$ cat config.mk
export PLATFORM = sky130hd
export DESIGN_NAME = alu_ctrl_seq
export DESIGN_NICKNAME = d
export VERILOG_FILES = /design/src/rtl/alu_ctrl_pkg.sv /design/src/rtl/alu_ctrl_seq_decode.sv /design/src/rtl/alu_ctrl_seq.sv
export SDC_FILE = /design/constraint.sdc
export NUM_CORES = 1
export LEC_CHECK = 0
export BUFFER_PORTS_ARGS = -buffer_cell sky130_fd_sc_hd__clkbuf_2
export CAP_MARGIN = 20
export CELL_PAD_IN_SITES_DETAIL_PLACEMENT = 0
export CELL_PAD_IN_SITES_GLOBAL_PLACEMENT = 1
export CORE_MARGIN = 8
export CORE_UTILIZATION = 30
export CTS_BUF_LIST = sky130_fd_sc_hd__clkbuf_4
export DETAILED_ROUTE_END_ITERATION = 8
export PLACE_DENSITY = 0.79
export SYNTH_ARGS = -nofsm -noshare
export SYNTH_HDL_FRONTEND = slang
export SYNTH_SLANG_ARGS = --single-unit
$ cat constraint.sdc
create_clock -name clk -period 1.5 [get_ports clk]
set_input_delay 0 -clock clk [delete_from_list [all_inputs] [get_ports clk]]
set_output_delay 0 -clock clk [all_outputs]
set_load 0.02 [all_outputs]
$ cat src/rtl/alu_ctrl_pkg.sv
// alu_ctrl_pkg: shared encodings for the registered ALU-control / JR decoder
// with multiply/divide sequencing.
//   - ALUOp codes from main control
//   - R-type Function codes, including JR, MULT..DIVU, MFHI, MFLO
//   - 3-bit ALU select codes
//   - HI/LO operation encodings and sequencer FSM states
package alu_ctrl_pkg;

  localparam logic [1:0] ALUOP_RTYPE = 2'b00;
  localparam logic [1:0] ALUOP_SUB   = 2'b01;
  localparam logic [1:0] ALUOP_SLT   = 2'b10;
  localparam logic [1:0] ALUOP_ADD   = 2'b11;

  localparam logic [5:0] FN_ADD   = 6'b100000;
  localparam logic [5:0] FN_SUB   = 6'b100010;
  localparam logic [5:0] FN_AND   = 6'b100100;
  localparam logic [5:0] FN_OR    = 6'b100101;
  localparam logic [5:0] FN_XOR   = 6'b100110;
  localparam logic [5:0] FN_SLL   = 6'b000000;
  localparam logic [5:0] FN_SRL   = 6'b000010;
  localparam logic [5:0] FN_SLT   = 6'b101010;
  localparam logic [5:0] FN_JR    = 6'b001000;
  localparam logic [5:0] FN_MULT  = 6'b011000;
  localparam logic [5:0] FN_MULTU = 6'b011001;
  localparam logic [5:0] FN_DIV   = 6'b011010;
  localparam logic [5:0] FN_DIVU  = 6'b011011;
  localparam logic [5:0] FN_MFHI  = 6'b010000;
  localparam logic [5:0] FN_MFLO  = 6'b010010;

  localparam logic [2:0] ALU_ADD = 3'b000;
  localparam logic [2:0] ALU_SUB = 3'b001;
  localparam logic [2:0] ALU_AND = 3'b010;
  localparam logic [2:0] ALU_OR  = 3'b011;
  localparam logic [2:0] ALU_XOR = 3'b100;
  localparam logic [2:0] ALU_SLL = 3'b101;
  localparam logic [2:0] ALU_SRL = 3'b110;
  localparam logic [2:0] ALU_SLT = 3'b111;

  localparam logic [1:0] MD_MULT  = 2'b00;
  localparam logic [1:0] MD_MULTU = 2'b01;
  localparam logic [1:0] MD_DIV   = 2'b10;
  localparam logic [1:0] MD_DIVU  = 2'b11;

  typedef enum logic {
    IDLE = 1'b0,
    BUSY = 1'b1
  } md_state_e;

endpackage

$ cat src/rtl/alu_ctrl_seq_decode.sv
// alu_ctrl_decode: purely combinational {alu_op, funct} decode.
// Ports:
//   alu_op   in  ALUOp from main control (codes above 2'b11 are illegal)
//   funct    in  Function field; bits above [5:0] must be zero under R-type
//   alu_ctrl out ALU select
//   jr       out jump-register
//   illegal  out undefined encoding
//   is_md    out MULT/MULTU/DIV/DIVU
//   is_mf    out MFHI/MFLO
//   md_op    out HI/LO op encoding (funct[1:0]), meaningful with is_md
module alu_ctrl_decode
  import alu_ctrl_pkg::*;
#(
  parameter int ALUOP_W = 2,
  parameter int FUNCT_W = 6
) (
  input  logic [ALUOP_W-1:0] alu_op,
  input  logic [FUNCT_W-1:0] funct,
  output logic [2:0]         alu_ctrl,
  output logic               jr,
  output logic               illegal,
  output logic               is_md,
  output logic               is_mf,
  output logic [1:0]         md_op
);

  logic [5:0] fn;
  logic       upper_nz;

  assign fn       = funct[5:0];
  // shift instead of slicing so the default FUNCT_W=6 build has no empty range
  assign upper_nz = |(funct >> 6);

  always_comb begin
    alu_ctrl = ALU_ADD;
    jr       = 1'b0;
    illegal  = 1'b0;
    is_md    = 1'b0;
    is_mf    = 1'b0;
    md_op    = fn[1:0];
    case (alu_op)
      ALUOP_W'(ALUOP_ADD): alu_ctrl = ALU_ADD;
      ALUOP_W'(ALUOP_SUB): alu_ctrl = ALU_SUB;
      ALUOP_W'(ALUOP_SLT): alu_ctrl = ALU_SLT;
      ALUOP_W'(ALUOP_RTYPE): begin
        if (upper_nz) begin
          illegal = 1'b1;
        end else begin
          case (fn)
            FN_ADD:  alu_ctrl = ALU_ADD;
            FN_SUB:  alu_ctrl = ALU_SUB;
            FN_AND:  alu_ctrl = ALU_AND;
            FN_OR:   alu_ctrl = ALU_OR;
            FN_XOR:  alu_ctrl = ALU_XOR;
            FN_SLL:  alu_ctrl = ALU_SLL;
            FN_SRL:  alu_ctrl = ALU_SRL;
            FN_SLT:  alu_ctrl = ALU_SLT;
            FN_JR:   jr       = 1'b1;
            FN_MULT, FN_MULTU, FN_DIV, FN_DIVU: is_md = 1'b1;
            FN_MFHI, FN_MFLO: is_mf = 1'b1;
            default: illegal  = 1'b1;
          endcase
        end
      end
      default: illegal = 1'b1;
    endcase
  end

endmodule

$ cat src/rtl/alu_ctrl_seq.sv
// alu_ctrl_seq: registered ALU-control / JR decoder with a valid/ready
// handshake, one-entry output register and a fixed-latency HI/LO sequencer
// that interlocks MFHI/MFLO and further HI/LO ops while busy.
// Ports:
//   clk, rst_n              clock, synchronous active-low reset
//   in_valid/in_ready       request handshake (in_ready depends on alu_op/funct)
//   alu_op, funct           fields to decode
//   out_valid/out_ready     result handshake
//   alu_ctrl, jr, illegal   registered decode result
//   md_start, md_op         one-cycle HI/LO launch pulse and its op
//   md_busy, md_done        HI/LO occupancy and completion pulse
//   stall_cycles            interlock stall count
// Build option: ALU_CTRL_STALL_CNT_EN enables the saturating stall counter;
// without it stall_cycles is tied to 0.
//
// state | meaning
// IDLE  | no HI/LO op in flight
// BUSY  | HI/LO op occupying the unit, counter counting down to 0
module alu_ctrl_seq
  import alu_ctrl_pkg::*;
#(
  parameter int ALUOP_W = 2,
  parameter int FUNCT_W = 6,
  parameter int MD_LAT  = 32,
  parameter int CNT_W   = $clog2(MD_LAT + 1)
) (
  input  logic               clk,
  input  logic               rst_n,
  input  logic               in_valid,
  output logic               in_ready,
  input  logic [ALUOP_W-1:0] alu_op,
  input  logic [FUNCT_W-1:0] funct,
  output logic               out_valid,
  input  logic               out_ready,
  output logic [2:0]         alu_ctrl,
  output logic               jr,
  output logic               illegal,
  output logic               md_start,
  output logic [1:0]         md_op,
  output logic               md_busy,
  output logic               md_done,
  output logic [31:0]        stall_cycles
);

  logic [2:0] dec_alu_ctrl;
  logic       dec_jr, dec_illegal, dec_is_md, dec_is_mf;
  logic [1:0] dec_md_op;

  alu_ctrl_decode #(
    .ALUOP_W (ALUOP_W),
    .FUNCT_W (FUNCT_W)
  ) u_decode (
    .alu_op   (alu_op),
    .funct    (funct),
    .alu_ctrl (dec_alu_ctrl),
    .jr       (dec_jr),
    .illegal  (dec_illegal),
    .is_md    (dec_is_md),
    .is_mf    (dec_is_mf),
    .md_op    (dec_md_op)
  );

  md_state_e  state_q, state_d;
  logic [CNT_W-1:0] cnt_q, cnt_d;
  logic       out_valid_q, out_valid_d;
  logic [2:0] alu_ctrl_q, alu_ctrl_d;
  logic       jr_q, jr_d;
  logic       illegal_q, illegal_d;
  logic       md_start_q, md_start_d;
  logic [1:0] md_op_q, md_op_d;
  logic       md_done_q, md_done_d;

  logic hazard, accept;

  assign md_busy  = (state_q == BUSY);
  assign hazard   = (dec_is_md || dec_is_mf) && md_busy;
  assign in_ready = (!out_valid_q || out_ready) && !hazard;
  assign accept   = in_valid && in_ready;

  always_comb begin
    state_d     = state_q;
    cnt_d       = cnt_q;
    out_valid_d = out_valid_q;
    alu_ctrl_d  = alu_ctrl_q;
    jr_d        = jr_q;
    illegal_d   = illegal_q;
    md_op_d     = md_op_q;
    md_start_d  = 1'b0;
    md_done_d   = 1'b0;

    if (accept) begin
      out_valid_d = 1'b1;
      alu_ctrl_d  = dec_alu_ctrl;
      jr_d        = dec_jr;
      illegal_d   = dec_illegal;
      if (dec_is_md) begin
        md_start_d = 1'b1;
        md_op_d    = dec_md_op;
      end
    end else if (out_ready) begin
      out_valid_d = 1'b0;
    end

    case (state_q)
      IDLE: begin
        // hazard keeps HI/LO ops out while BUSY, so accepting one implies IDLE
        if (accept && dec_is_md) begin
          state_d = BUSY;
          cnt_d   = CNT_W'(MD_LAT - 1);
        end
      end
      BUSY: begin
        if (cnt_q == '0) begin
          state_d   = IDLE;
          md_done_d = 1'b1;
        end else begin
          cnt_d = cnt_q - CNT_W'(1);
        end
      end
      default: state_d = IDLE;
    endcase
  end

  always_ff @(posedge clk) begin
    if (!rst_n) begin
      state_q     <= IDLE;
      cnt_q       <= '0;
      out_valid_q <= 1'b0;
      alu_ctrl_q  <= '0;
      jr_q        <= 1'b0;
      illegal_q   <= 1'b0;
      md_start_q  <= 1'b0;
      md_op_q     <= '0;
      md_done_q   <= 1'b0;
    end else begin
      state_q     <= state_d;
      cnt_q       <= cnt_d;
      out_valid_q <= out_valid_d;
      alu_ctrl_q  <= alu_ctrl_d;
      jr_q        <= jr_d;
      illegal_q   <= illegal_d;
      md_start_q  <= md_start_d;
      md_op_q     <= md_op_d;
      md_done_q   <= md_done_d;
    end
  end

  assign out_valid = out_valid_q;
  assign alu_ctrl  = alu_ctrl_q;
  assign jr        = jr_q;
  assign illegal   = illegal_q;
  assign md_start  = md_start_q;
  assign md_op     = md_op_q;
  assign md_done   = md_done_q;

`ifdef ALU_CTRL_STALL_CNT_EN
  logic [31:0] stall_q, stall_d;

  always_comb begin
    stall_d = stall_q;
    if (in_valid && hazard && (stall_q != 32'hFFFF_FFFF)) begin
      stall_d = stall_q + 32'd1;
    end
  end

  always_ff @(posedge clk) begin
    if (!rst_n) begin
      stall_q <= '0;
    end else begin
      stall_q <= stall_d;
    end
  end

  assign stall_cycles = stall_q;
`else
  assign stall_cycles = 32'd0;
`endif

endmodule
==> results of run 1 <==
## layout make-up
cell class / instances / area, um2 / share of cell area
clock buffers: 3 / 22.5 / 0.0165
clock inverters: 1 / 5.00 / 0.00367
inverters: 5 / 18.8 / 0.0138
multi-input cells: 116 / 662 / 0.486
flip-flops and latches: 17 / 348 / 0.255
well taps: 48 / 60.1 / 0.0441
repair buffers: 39 / 246 / 0.181
## cell usage in the layout (no fill, tap or decap), drive strengths merged, types with 2 or more instances in the layout
| cell | n |
|---|---|
| dfxtp | 17 |
| nand3 | 5 |
| inv | 5 |
| nand2 | 13 |
| nor4 | 2 |
| dlygate4sd3 | 3 |
| o21ai | 3 |
| nor3 | 6 |
| nor2 | 11 |
| mux2i | 2 |
| xnor2 | 2 |
| buf | 13 |
| and3 | 2 |
| ha | 2 |
| conb | 32 |
| clkbuf | 26 |
| a21oi | 10 |
| o41ai | 2 |
| nor2b | 2 |
## state kept, by name, indices dropped and copies added (netlist names)
name,cells
md_done,1
jr,1
md_start,1
out_valid,1
cnt_q,6
illegal,1
md_busy,1
alu_ctrl,3
md_op,2
## power by group through the flow
| stage | Clock, mW | Combinational, mW | Sequential (mW) |
|---|---|---|---|
| after floorplan | 0 | 0.209 | 0.486 |
| after global placement | 0 | 0.207 | 0.476 |
| after detailed placement | 0 | 0.206 | 0.477 |
| after CTS | 0.250 | 0.209 | 0.467 |
| after global routing | 0.266 | 0.245 | 0.468 |
| final | 0.237 | 0.224 | 0.466 |
## timing repair
action                     4_1_cts  5_1_grt
setup buffers                    0        2
gates resized for setup          2        8
pin swaps                        0        4
hold buffers                     1        2
setup endpoints to repair        3        8
hold endpoints to repair         1        1
## cell usage after synthesis (2+ instances only)
| cell | instances |
|---|---|
| buf_4 | 32 |
| nand2_1 | 13 |
| inv_1 | 5 |
| buf_6 | 3 |
| nor3_1 | 6 |
| a21oi_1 | 10 |
| nor2_1 | 11 |
| dfxtp_1 | 17 |
| ha_1 | 2 |
| o21ai_0 | 3 |
| nor2b_1 | 2 |
| and3_1 | 2 |
| o41ai_1 | 2 |
| nand3_1 | 5 |
| mux2i_1 | 2 |
| xnor2_1 | 2 |
## per-stage QoR
step | power, mW | hold WS [ns]
after detailed placement | 0.683 | 0.295
after global routing | 0.979 | 0.00520
after global placement | 0.684 | 0.288
after CTS | 0.925 | 0.000967
final | 0.927 | -0.00124
after floorplan | 0.695 | 0.101
## worst min path at each step
stage | slack [ns] | to | startpoint | cells past startpoint
floorplan | 0.10 | alu_ctrl[1]$_SDFFE_PN0P_ | alu_op[0] | 1
CTS | 0.001 | cnt_q[1]$_SDFFE_PN0P_ | rst_n | 2
detailed placement | 0.29 | out_valid$_SDFFE_PN0P_ | out_ready | 3
finish | -0.001 | cnt_q[1]$_SDFFE_PN0P_ | rst_n | 2
global placement | 0.29 | out_valid$_SDFFE_PN0P_ | out_ready | 3
global route | 0.005 | cnt_q[1]$_SDFFE_PN0P_ | rst_n | 2
## routing by layer
layer / track usage / wire length (um)
met2: 0.124 / 1140
met1: 0.0899 / 1130
met5: 0 / 0
met3: 0.0433 / 287
met4: 0.0333 / 36
## cell families (layout without fill, tap and decap cells)
kind of cell / after synthesis / count (layout)
adder cells (fa/ha/maj): 2 / 2
AND/OR/NAND/NOR: 52 / 52
multiplexers: 2 / 2
other: 1 / 32
flip-flops: 17 / 17
buffers and inverters: 43 / 48
AO/OA/AOI/OAI: 25 / 25
XOR/XNOR: 3 / 3
## critical path: stages (launching register included)
cell and delay (ns):
dfxtp_4 0.36, or2b_2 0.17, nand2_2 0.06, or2_4 0.25, or4_4 0.42, a21oi_2 0.14
==> key figures, run 1 <==
Critical path
  – R2R Setup Slk: 0.04 ns
  – CP arrival: 1.69 ns
  – Reg2reg start: out_valid$_SDFFE_PN0P_
  – Crit. End Element: flop
  – CP startpoint kind: flop
  – Crit path to: jr$_SDFFE_PN0P_
  – Reg-to-reg endpoint: jr$_SDFFE_PN0P_
  – Critical path data required time: ~1.7 ns
  – CP Max Fanout: 3
  – Reg2reg path depth: 5
  – Worst Setup Path Type: reg2reg
  – Beginning of the critical path: out_valid$_SDFFE_PN0P_

Final layout
  – Share of cells above drive strength 1: 0.315
  – Layout fillers: around 400
  – Nets: 196
  – Final std cells w/o fill: 229
  – Layout area overhead: 16.7%
  – Final core occ: 0.367
  – Antenna diode count: 0
  – Design area: 1360 um2

Synth
  – Top cells by area, synth: dfxtp_1 (29%), buf_4 (21%), a21oi_1 (4.3%)
  – Synth Area in Simple Gates: 0.238
  – Mux cell area share after synthesis: 0.0171
  – Synth Area in Compound Gates: 0.141
  – Post-synth EDFFs: 0
  – Syn_area_per_cell: 8.05 um2
  – Post-synth cell types: 44
  – Synth Area in Adders: 0.0214
  – Largest family of logic cells by synthesized area: buffers and inverters
  – Synthesized area: around 1200 um2
  – Synth area leader: dfxtp_1
  – FF+latch count, synth: 17
  – Post-synth top flop: dfxtp_1
  – Xor and xnor area share after synthesis: 0.0225
  – Share of the synthesized area in the top cell type: 0.292
  – Synth warnings: 0
  – Gate count of the mapped netlist: 145
  – Register area share after synthesis: 0.292
  – FFs w/ async S/R, synth: 0

Drt
  – DR iter-0 viols: 53
  – Vias: between 900 and 1,000
  – Vias/cell: 4.26
  – WL per Instance: ~11 um
  – DRT Wirelength: 2590 um
  – Post-route ant nets: 0
  – # DRC: 0
  – Drt first pass iters: 2

Clock tree
  – Clock Pin Slew Worst Setup and Hold Paths: 0.10 ns
  – Later-pin clock latency in the skew report: 0.29 ns
  – Max Buffers Root-to-Sink: 2
  – Root Driver: clkbuf_4
  – CTS H-Tree Depth: 1
  – CTS tree: yes
  – CTS sink count: 17
  – CTS buffer count: 3

Power
  – Worst vdd ir: 215 uV
  – Switch Pwr: approximately 0.3 mW
  – Seq pwr share: 0.503
  – Leakage: between 0.6 and 0.7 nW
  – PD cells: 681 nW/um2
  – Comb pwr share: 0.242
  – Switching Fraction: 0.323
  – Clock share of power: 0.256
  – Cell Int Power: 0.628 mW

Timing
  – Setup TNS: 0 ns
  – Hold_ws: -0.00124 ns
  – Max-slew violation count: 0
  – Fmax: 685 MHz
  – Clk_skew: 0.0112 ns
  – Final period utilization: 0.973
  – Final setup fails: 0
  – Fin crit period: 1.46 ns
  – Unrepaired setup endpoints after global routing: yes
  – Final worst slack: approximately 0.041 ns
  – Final Hold Fails: 1

Floorplanning
  – Row count: 22
  – Die area: 6140 um2
  – Core area: 3720 um2
  – Boundary Pins: 56
  – Initial Utilization: 0.314
  – DIE WIDTH: 78.4 um
  – Die Y: 78.4 um

GRT
  – Total GRT Usage: 0.0803
  – First-pass GRT wire length: 4100 um
  – Gr ovfl total: 0
  – Largest net degree at the start of global routing: 15
  – Vias in the first global route: 927
  – Initial antenna violation count: 0

Placement
  – Number of port buffers: 23
  – RePlAce Congestion: 0.847
  – Dpl cells: 220
  – Total placed instance area: ~1300 um2
  – Setup WS pre-CTS: -0.0322 ns
  – Detailed placement HPWL: 2100 um

Flow run
  – Max-cap violations: 0

Outcome
  – Failing checks: hold timing
  – Status: finished, violations left

Min path
  – Hold crit path type: in2reg
Note: power is estimated with default switching activity, not from simulation.
==> inputs of run 2 (changes only) <==
--- a/config.mk
+++ b/config.mk
@@ -14,6 +14,7 @@
 export CTS_BUF_LIST = sky130_fd_sc_hd__clkbuf_4
 export DETAILED_ROUTE_END_ITERATION = 8
 export PLACE_DENSITY = 0.79
+export SETUP_SLACK_MARGIN = 0.05
 export SYNTH_ARGS = -nofsm -noshare
 export SYNTH_HDL_FRONTEND = slang
 export SYNTH_SLANG_ARGS = --single-unit
==> run 2 against run 1 <==
Net effect: the flow now finishes without violations; largest power group unchanged; critical endpoint unchanged; routed wire length increased by 6.7%; worst hold slack gained 0.017 ns; combinational power increased by 6%; non-clock buffer count grew 3; clock skew decreased by 0.0057 ns; largest cell class unchanged; sequential share of layout area decreased by 0.79 points; clock power up 7%; utilization rose by 1.4 points.
==> key figures, run 2 (synthesized netlist as in run 1, its figures left out) <==
Critical path
  – CP peak stage delay: 0.42 ns
  – Crit. End Element: flop
  – WP buf/inv: 0
  – CP Max Fanout: 3
  – Worst Setup Path Type: reg2reg
  – R2R Setup Slk: 0.07 ns
  – CP arrival: 1.66 ns
  – Critical path data required time: 1.73 ns
  – Family with the most delay on the worst path: simple AND/OR/NAND/NOR gates
  – Worst path depth: 5
  – Reg2reg path depth: 5
  – CP startpoint kind: flop
  – CP Cell Sequence: or2b_2 > nand2_2 > or2_4 > or4_4 > a21oi_2
  – Critical-path cell with the highest stage delay: or4_4

Floorplanning
  – Row count: 22
  – Core area: roughly 3700 um2
  – Die area: roughly 6100 um2
  – DIE WIDTH: between 70 and 80 um
  – Boundary Pins: 56
  – Initial Utilization: 0.314
  – Die Y: 78.4 um

Power
  – Leakage: 0.680 nW
  – PD cells: 675 nW/um2
  – Worst vdd ir: 230 uV

Final layout
  – Antenna diode count: 0
  – Commonest cells after routing, fill and taps aside: conb_1 (32), clkbuf_2 (23), buf_4 (16)
  – Design area: 1420 um2
  – Layout area overhead: 21.3%
  – Biggest register: cnt_q
  – Nets: 199
  – Largest register FFs: 6
  – Most common cell after layout, fill and taps aside: conb_1
  – Share of cells above drive strength 1: 0.364
  – Layout fillers: 416

Clock tree
  – Clock Pin Slew Worst Setup and Hold Paths: 0.11 ns
  – CTS sink count: 17
  – Max Buffers Root-to-Sink: 2
  – Root Driver: clkbuf_4
  – CTS tree: yes
  – CTS H-Tree Depth: 1
  – CTS buffer count: 3
  – Later-pin clock latency in the skew report: 0.30 ns

Timing
  – Final setup fails: 0
  – Final Hold Fails: 0
  – Final worst slack: 0.0746 ns
  – Fin crit period: approximately 1.4 ns
  – Max-slew violation count: 0
  – Final period utilization: 0.950
  – Clk_skew: 0.00550 ns
  – Fmax: between 700 and 800 MHz
  – Unrepaired setup endpoints after global routing: yes
  – Setup TNS: 0 ns

Placement
  – Detailed placement HPWL: 2180 um
  – RePlAce Congestion: 0.799
  – Total placed instance area: about 1300 um2
  – Setup WS pre-CTS: 0.0118 ns
  – Number of port buffers: 23

Drt
  – DRT Wirelength: 2770 um
  – # DRC: 0
  – Post-route ant nets: 0
  – Vias/cell: 4.41
  – DR iter-0 viols: 40
  – WL per Instance: 11.9 um
  – Drt first pass iters: 4
  – Vias: 1,022

Min path
  – Hold path depth: 2
  – Hold crit path type: in2reg

Flow run
  – Max-cap violations: 0

GRT
  – First-pass GRT wire length: 4540 um
  – Vias in the first global route: 995
  – Largest net degree at the start of global routing: 15
  – Total GRT Usage: 0.0886
  – Initial antenna violation count: 0
  – Gr ovfl total: 0

Outcome
  – Status: complete, no violations
[run 2: cell count changes in the layout (fill, tap and decap cells not counted), sizes merged]
cell and change:
buf +4, dlygate4sd3 -1
[run 2: repair_timing]
| item | CTS | global route |
|---|---|---|
| hold buffers | 2 | 0 |
| endpoints found under the setup margin | 11 | 10 |
| hold endpoints to repair | 3 | 0 |
| buffers inserted | 3 | 3 |
| resized for setup | 8 | 9 |
| pin swaps | 3 | 8 |
[run 2: layout make-up]
cell class | instances | area (um2) | share of cell area
sequential | 17 | 350 | 0.247
inverter | 5 | 18.8 | 0.0133
clock buffer | 3 | 22.5 | 0.0159
tap | 48 | 60.1 | 0.0424
clock inverter | 1 | 5.00 | 0.00353
timing repair buffer | 42 | 267 | 0.188
multi-input combinational | 116 | 693 | 0.489
[run 2: metal layers]
layer / share of wire / vias up / track usage
li1: - / 511 / -
met1: 0.43 / 454 / 0.108
met2: 0.45 / 51 / 0.134
met3: 0.095 / 6 / 0.0296
met4: 0.020 / 0 / 0.0481
met5: 0 / - / 0
[run 2: worst register-to-register path, cell delays in order, from the launching register on]
cell and delay (ns):
dfxtp_4 0.35, or2b_2 0.17, nand2_2 0.06, or2_4 0.24, or4_4 0.42, a21oi_2 0.12
[run 2: per-stage QoR]
stage / total power [mW] / utilization / instances / hold WS, ns
5_1_grt: 1.00 / 0.381 / 232 / 0.0191
4_1_cts: 0.956 / 0.367 / 229 / 0.00227
3_5_place_dp: 0.684 / 0.340 / 220 / 0.292
3_3_place_gp: 0.684 / 0.340 / 220 / 0.295
2_1_floorplan: 0.695 / - / 176 / 0.101
6_report: 0.956 / 0.381 / 232 / 0.0155
[run 2: power breakdown]
| part | leakage, nW | switching [mW] | internal (mW) |
|---|---|---|---|
| registers | 0.140 | 0.00513 | 0.459 |
| logic | 0.522 | 0.162 | 0.0760 |
| clock network | 0.0177 | 0.155 | 0.0993 |
| total | 0.680 | 0.323 | 0.634 |
[run 2: worst paths after layout]
| kind | from | endpoint |
|---|---|---|
| setup reg to reg | out_valid$_SDFFE_PN0P_ | jr$_SDFFE_PN0P_ |
| hold / removal | alu_op[0] | alu_ctrl[1]$_SDFFE_PN0P_ |
| hold reg to reg | illegal$_SDFFE_PN0P_ | illegal$_SDFFE_PN0P_ |
| setup / recovery | out_valid$_SDFFE_PN0P_ | jr$_SDFFE_PN0P_ |
==> inputs of run 3 (changes only) <==
--- a/config.mk
+++ b/config.mk
@@ -14,6 +14,7 @@
 export CTS_BUF_LIST = sky130_fd_sc_hd__clkbuf_4
 export DETAILED_ROUTE_END_ITERATION = 8
 export PLACE_DENSITY = 0.79
+export RECOVER_POWER = 100
 export SETUP_SLACK_MARGIN = 0.05
 export SYNTH_ARGS = -nofsm -noshare
 export SYNTH_HDL_FRONTEND = slang
==> run 3 against run 2 <==
Net effect: sequential cell count stayed put; routed wire length stayed put; first-iteration DRC count is 2.5% higher; critical endpoint unchanged; sequential power hardly changed; largest cell class unchanged; fmax is 0.84% lower.
==> key figures, run 3 (synthesized netlist as in run 1, its figures left out) <==
Min path
  – HP Start: alu_op[0]
  – Hold crit path type: in2reg

Final layout
  – Biggest register: cnt_q
  – Antenna diode count: 0
  – Commonest cells after routing, fill and taps aside: conb_1 (32), buf_4 (15), dfxtp_1 (14)
  – Largest register FFs: 6
  – Layout area overhead: 19.0%
  – Most common cell after layout, fill and taps aside: conb_1
  – Share of cells above drive strength 1: 0.277
  – Design area: 1390 um2
  – Nets: around 200

Critical path
  – CP startpoint kind: flop
  – Worst Setup Path Type: reg2reg
  – CP Max Fanout: 3
  – Reg2reg start: out_valid$_SDFFE_PN0P_
  – CP peak stage delay: 0.43 ns
  – CP Cell Sequence: or2b_2 > nand2_2 > or2_4 > or4_1 > a21oi_2
  – Critical path data required time: 1.73 ns
  – Beginning of the critical path: out_valid$_SDFFE_PN0P_
  – CP arrival: 1.67 ns
  – Critical-path cell with the highest stage delay: or4_1
  – Crit. End Element: flop

Clock tree
  – CTS H-Tree Depth: 1
  – Max Buffers Root-to-Sink: 2
  – Later-pin clock latency in the skew report: 0.29 ns
  – Root Driver: clkbuf_4
  – CTS sink count: 17
  – CTS tree: yes
  – Clock Pin Slew Worst Setup and Hold Paths: 0.11 ns
  – CTS buffer count: 3

GRT
  – Initial antenna violation count: 0
  – Gr ovfl total: 0
  – Largest net degree at the start of global routing: 15
  – First-pass GRT wire length: 4540 um
  – Vias in the first global route: 995
  – Total GRT Usage: 0.0886

Placement
  – Detailed placement HPWL: 2180 um
  – Setup WS pre-CTS: 0.0118 ns
  – Total placed instance area: 1260 um2
  – RePlAce Congestion: ~0.8
  – Number of port buffers: 23

Drt
  – Vias/cell: ~4.4
  – Drt first pass iters: 4
  – # DRC: 0
  – Post-route ant nets: 0
  – Vias: 1,012
  – DR iter-0 viols: about 40
  – WL per Instance: 11.9 um
  – DRT Wirelength: 2770 um

Power
  – PD cells: between 600 and 700 nW/um2
  – Worst vdd ir: around 230 uV
  – Final Power: 0.951 mW
  – Seq pwr share: 0.487
  – Leakage: ~0.63 nW
  – Switching Fraction: 0.337
  – Cell Int Power: about 0.63 mW
  – Comb pwr share: 0.246
  – Switch Pwr: 0.320 mW
  – Clock share of power: 0.267

Timing
  – Setup TNS: 0 ns
  – Fmax: 696 MHz
  – Final Hold Fails: 0
  – Unrepaired setup endpoints after global routing: yes
  – Max-slew violation count: 0
  – Final worst slack: 0.0625 ns
  – Clk_skew: approximately 0.0046 ns
  – Final period utilization: 0.958
  – Fin crit period: 1.44 ns
  – Final setup fails: 0

Floorplanning
  – Initial Utilization: 0.314
  – Die Y: 78.4 um
  – Row count: 22
  – Die area: between 6000 and 7000 um2
  – Boundary Pins: 56
  – Core area: ~3700 um2
  – DIE WIDTH: 78.4 um

Outcome
  – Status: complete, no violations

Flow run
  – Max-cap violations: 0
## run 3: layout make-up
class	instances	area [um2]
fillers	427	2330
multi-input cells	116	686
flip-flops and latches	17	349
repair buffers	42	248
well taps	48	60.1
clock buffers	3	22.5
inverters	5	18.8
clock inverters	1	5.00
## run 3: what timing repair did
item | CTS | global route
hold buffers | 2 | 0
endpoints found under the setup margin | 11 | 10
pin swaps | 3 | 8
buffers inserted | 3 | 3
resized for setup | 8 | 9
hold endpoints to repair | 3 | 0
## run 3: power groups by stage
stage          clock network, mW  registers (mW)  logic [mW]
2_1_floorplan                  0           0.486       0.209
3_3_place_gp                   0           0.476       0.208
3_5_place_dp                   0           0.477       0.208
4_1_cts                    0.262           0.466       0.228
5_1_grt                    0.278           0.465       0.255
6_report                   0.254           0.464       0.234
## run 3: worst max-delay path: cells and delay by family, from the launching register on
kind | cells | cell delay [ns]
flops | 1 | 0.35
compound gates | 1 | 0.13
simple gates | 4 | 0.90
## run 3: layer usage
layer | vias up | wire (um) | part of all wire | global-route usage
met4 | 0 | 46 | 0.017 | 0.0481
met3 | 4 | 186 | 0.067 | 0.0296
met2 | 38 | 1250 | 0.45 | 0.134
li1 | 511 | - | - | -
met5 | - | 0 | 0 | 0
met1 | 459 | 1290 | 0.46 | 0.108
## run 3: worst paths after layout
kind / cells past startpoint / slack, ns / end
setup reg to reg: 5 / 0.06 / jr$_SDFFE_PN0P_
hold / removal: 2 / 0.01 / alu_ctrl[1]$_SDFFE_PN0P_
setup / recovery: 5 / 0.06 / jr$_SDFFE_PN0P_
hold reg to reg: 2 / 0.46 / illegal$_SDFFE_PN0P_
## run 3: metrics by stage
step | hold WS, ns | instances | util
floorplan | 0.101 | 176 | -
global placement | 0.295 | 220 | 0.340
detailed placement | 0.292 | 220 | 0.340
CTS | 0.00227 | 229 | 0.367
global route | 0.0191 | 232 | 0.374
finish | 0.0148 | 232 | 0.374
